`src/rtl/wb_regfile.sv`:
```
// Writeback stage and architectural register file: selects the writeback value,
// commits it on the clock edge and serves two combinational read ports with write-through.
module wb_regfile #(
    parameter int DATA_WIDTH = 32,
    parameter int ADDR_WIDTH = 5
) (
    input  logic                  clk,
    input  logic                  reset,
    input  logic [1:0]            mem_control_wb,
    input  logic [DATA_WIDTH-1:0] read_data,
    input  logic [DATA_WIDTH-1:0] mem_ALU_result,
    input  logic [ADDR_WIDTH-1:0] mem_write_reg,
    input  logic [ADDR_WIDTH-1:0] read_reg1,
    input  logic [ADDR_WIDTH-1:0] read_reg2,
    output logic [DATA_WIDTH-1:0] read_data1,
    output logic [DATA_WIDTH-1:0] read_data2,
    output logic                  wb_reg_write,
    output logic [ADDR_WIDTH-1:0] wb_write_reg,
    output logic [DATA_WIDTH-1:0] wb_write_data
);

    localparam int NUM_REGS = 2 ** ADDR_WIDTH;

    logic [DATA_WIDTH-1:0] regs_r [NUM_REGS];
    logic                  reg_write_s;
    logic [DATA_WIDTH-1:0] write_data_s;
    logic [DATA_WIDTH-1:0] read_data1_s;
    logic [DATA_WIDTH-1:0] read_data2_s;

    // Writeback mux and effective write enable; index 0 and reset suppress the write.
    always_comb begin
        write_data_s = '0;
        reg_write_s  = 1'b0;
        if (mem_control_wb[0]) begin
            write_data_s = read_data;
        end else begin
            write_data_s = mem_ALU_result;
        end
        if (mem_control_wb[1] && (mem_write_reg != '0) && !reset) begin
            reg_write_s = 1'b1;
        end else begin
            reg_write_s = 1'b0;
        end
    end

    // Read port 1 with write-through bypass of the value being committed this cycle.
    always_comb begin
        read_data1_s = '0;
        if (reset || (read_reg1 == '0)) begin
            read_data1_s = '0;
        end else if (reg_write_s && (read_reg1 == mem_write_reg)) begin
            read_data1_s = write_data_s;
        end else begin
            read_data1_s = regs_r[read_reg1];
        end
    end

    // Read port 2, bypassed independently of port 1.
    always_comb begin
        read_data2_s = '0;
        if (reset || (read_reg2 == '0)) begin
            read_data2_s = '0;
        end else if (reg_write_s && (read_reg2 == mem_write_reg)) begin
            read_data2_s = write_data_s;
        end else begin
            read_data2_s = regs_r[read_reg2];
        end
    end

    // Register storage: reset clears everything and drops any coincident write.
    always_ff @(posedge clk) begin
        if (reset) begin
            for (int i = 0; i < NUM_REGS; i++) begin
                regs_r[i] <= '0;
            end
        end else if (reg_write_s) begin
            regs_r[mem_write_reg] <= write_data_s;
        end
    end

    assign read_data1    = read_data1_s;
    assign read_data2    = read_data2_s;
    assign wb_reg_write  = reg_write_s;
    assign wb_write_reg  = mem_write_reg;
    assign wb_write_data = write_data_s;

endmodule
```
`config.mk`:
```
export PLATFORM = sky130hd
export DESIGN_NAME = wb_regfile
export DESIGN_NICKNAME = d
export VERILOG_FILES = /design/src/rtl/wb_regfile.sv
export SDC_FILE = /design/constraint.sdc
export NUM_CORES = 2
export LEC_CHECK = 0
export BUFFER_PORTS_ARGS = -buffer_cell sky130_fd_sc_hd__buf_2
export CAP_MARGIN = 25
export CORE_ASPECT_RATIO = 0.7
export CORE_UTILIZATION = 37
export DETAILED_ROUTE_END_ITERATION = 7
export HOLD_SLACK_MARGIN = 0.03
export SETUP_SLACK_MARGIN = 0.4
export SYNTH_ARGS = -nofsm -noshare
export SYNTH_HDL_FRONTEND = slang
export SYNTH_SLANG_ARGS = --single-unit
```
`constraint.sdc`:
```
create_clock -name clk -period 2.9 [get_ports clk]
set_input_delay 0.58 -clock clk [delete_from_list [all_inputs] [get_ports clk]]
set_output_delay 0.58 -clock clk [all_outputs]
set_load 0.03 [all_outputs]
```
==> flow_summary_export.csv <==
group,metric,value,unit
cells_and_area,biggestRegsByFlops,"regs_r: 1024 flops",
logic_synthesis,synth_seq_cells,1024,
cells_and_area,layout-drive-gt1-share,0.3701,
clocking,htreeDepth,3,
setup_path,worstPathCellList,"buf_6, or3_4, o31ai_4, buf_6, o311ai_4, buf_12, a21oi_1, a221o_2, buf_2",
power,power_density,553.5,nW/um^2
timing,tns,-19.00,ns
route,drtAntennaViolNets,0,
power,seqPwrFrac,0.470,
grt,grt-ovfl-total,0,
setup_path,cp_slowest_stage_delay,0.45,ns
power,power.leakage,0.02495,uW
logic_synthesis,syn_area,53490,sq um
timing,slew_violations,0,
cells_and_area,layoutNonFillerInstCount,6371,
floorplanning,core,143300,sq um
logic_synthesis,synthCells,3940,
cells_and_area,antennaDiodeCount,0,
setup_path,start_kind,"primary input",
cells_and_area,synthToLayoutAreaGrowth,26.06,%
floorplanning,design.die.area,146100,sq um
cells_and_area,largest_reg_flops,1024,
logic_synthesis,ys_warn_count,0,
timing,max_freq,301.1,MHz
placed_design,port_buffers,184,
status,outcome,"complete, but fails checks",
logic_synthesis,synth-edff-count,1024,
clocking,cts_root_buf,"clkbuf_16",
timing,setup_ws,-0.4214,ns
route,post_drt_wl_per_cell,31.40,um
logic_synthesis,async_flop_share,0,
floorplanning,start_util,0.3734,
grt,antenna_found_initial,1,
grt,grt_max_degree,40,
setup_path,critical_path_required,2.32,ns
placed_design,dp_slack,-0.6096,ns
power,p_switching,10060,uW
clocking,cts_tree,"yes",
timing,finalSetupViolations,64,
route,firstDrtPassIters,6,
setup_path,crit_type,"in -> out",
cells_and_area,regMostFlops,"regs_r",
power,pwr-share-clk,0.354,
clocking,clkTransAtPathRegs,0.06,ns
logic_synthesis,seq_area_frac_synth,0.5749,
power,power.share.switching,0.2696,
placed_design,dp_cells,6122,
logic_synthesis,synth_flop_cell,"edfxtp_1",
setup_path,worst_setup_path_end_kind,"output pin",
logic_synthesis,synth.avg_cell_area,13.58,sq um
timing,post-route-period-util,1.145,
min_path,min_path_type,"in -> reg",
status,violations,"negative setup slack",
timing,final_hold_viol_count,0,
power,ir_worst_vdd,0.0004607,V
cells_and_area,nFillCells,12320,
floorplanning,die_w,456.5,um
cells_and_area,layout.nets,4489,
setup_path,cp_common_cell,"buf_6",
floorplanning,die_h,320.1,um
clocking,cts_buffer_depth,3,
floorplanning,rows,116,
grt,grt_use_total,0.2670,
setup_path,arrival,2.74,ns
power,power.internal,27260,uW
route,vias,39950,
placed_design,place_hpwl,128000,um
clocking,cts-buffers-inserted,97,
setup_path,cp_top_family,"compound AO/OA/AOI/OAI gates",
route,wl,200100,um
floorplanning,io_pins,185,
run,drv_cap,0,
logic_synthesis,synth.distinct_cells,35,
timing,period_minus_slack,3.321,ns
route,drt-initial-drc-count,5838,
grt,grt_pass1_wl,280400,um
timing,rsz0062_at_grt,"yes",
setup_path,cp_slowest_cell,"or3_4",
grt,grt_pass1_vias,38450,
route,drc_errors,0,
power,combPwrFrac,0.176,
setup_path,cp.buffers_inverters,4,
setup_path,cp_max_fo,11,
clocking,cts.sinks,1024,
cells_and_area,utilization,0.4707,
route,viasPerCell,6.271,
placed_design,gp_congestion,0.8904,
timing,relSlewSlack,0.4648,
timing,tightestPinTransition,0.8011,ns
## cell type report
| type | instances | area, sq um | area share |
|---|---|---|---|
| Sequential cell | 1024 | 30750 | 0.4560 |
| Tap cell | 1888 | 2362 | 0.03503 |
| Multi-Input combinational cell | 2479 | 22760 | 0.3376 |
| Clock inverter | 62 | 668.1 | 0.009908 |
| Timing Repair Buffer | 768 | 8262 | 0.1225 |
| Inverter | 36 | 135.1 | 0.002004 |
| Clock buffer | 114 | 2491 | 0.03694 |
## through the flow
step / area, sq um / total power [uW] / hold WS (ns)
final: 67430 / 37320 / 0.4922
after global routing: 67430 / 38210 / 0.4884
after CTS: 66810 / 37150 / 0.4607
after detailed placement: 61300 / 23550 / 1.232
after global placement: 61250 / 23470 / 1.221
after floorplan: 54350 / 21020 / 0.8767
## cell usage in the layout (no fill, tap or decap), types with 17 or more instances in the layout
master,count
a211oi_2,28
a21oi_2,36
inv_1,33
edfxtp_1,1024
mux4_2,352
buf_4,403
a21oi_1,45
a221oi_2,45
a22oi_1,61
buf_12,131
a22oi_2,35
buf_16,30
clkbuf_1,17
a221o_2,64
conb_1,32
buf_2,109
o21ai_0,20
nand2_2,70
clkinv_1,21
a221oi_1,115
mux2i_1,344
mux2i_4,33
nor2_1,995
o21bai_1,62
clkbuf_16,100
nor2b_4,23
buf_6,85
## power groups by stage
stage	Sequential (uW)	Clock, uW	Combinational, uW
after floorplan	17700	0	3370
after global placement	17800	0	5700
after detailed placement	17800	0	5740
after CTS	17500	13300	6340
after global routing	17600	13800	6790
final	17500	13200	6580
## layer usage
metal,up-vias,track usage,part of all wire
met5,-,0,0
li1,16090,-,-
met1,20580,0.3938,0.41
met4,0,0.07740,0.029
met2,2939,0.3895,0.43
met3,335,0.06343,0.13
## path summary, 6_finish.rpt
kind	depth (start not counted)	slack [ns]	start	end
worst max-delay path	9	-0.42	mem_write_reg[2]	read_data2[30]
worst min-delay path	4	0.49	read_data[20]	regs_r[8][20]
## Yosys cell counts, types with 35 or more instances
library cell / n / area (sq um)
nand2_1: 97 / 364.1
mux2i_1: 384 / 3844
a221o_1: 64 / 640.6
a221oi_1: 140 / 1226
a21oi_1: 96 / 480.5
o21bai_1: 64 / 480.5
mux4_2: 352 / 7928
buf_2: 94 / 470.5
clkbuf_1: 299 / 1122
inv_1: 35 / 131.4
edfxtp_1: 1024 / 30750
a22oi_1: 96 / 720.7
nor2_1: 998 / 3746
nor2b_1: 37 / 231.5
## cell families (layout without fill, tap and decap cells)
logic type | after synthesis | after routing | synth area share
AO/OA/AOI/OAI | 550 | 550 | 0.08161
XOR/XNOR | 10 | 10 | 0.001637
buffers and inverters | 468 | 980 | 0.03813
flip-flops | 1024 | 1024 | 0.5749
multiplexers | 736 | 736 | 0.2201
other | 1 | 32 | 0.00007010
AND/OR/NAND/NOR | 1151 | 1151 | 0.08365
## timing repair
item,CTS,global route
resized for setup,371,94
setup buffers,43,10
hold endpoints to repair,0,0
hold buffers,0,0
endpoints found under the setup margin,65,65
pin swaps,91,50
gates cloned,17,3
Power figures use the tool's default switching activity.
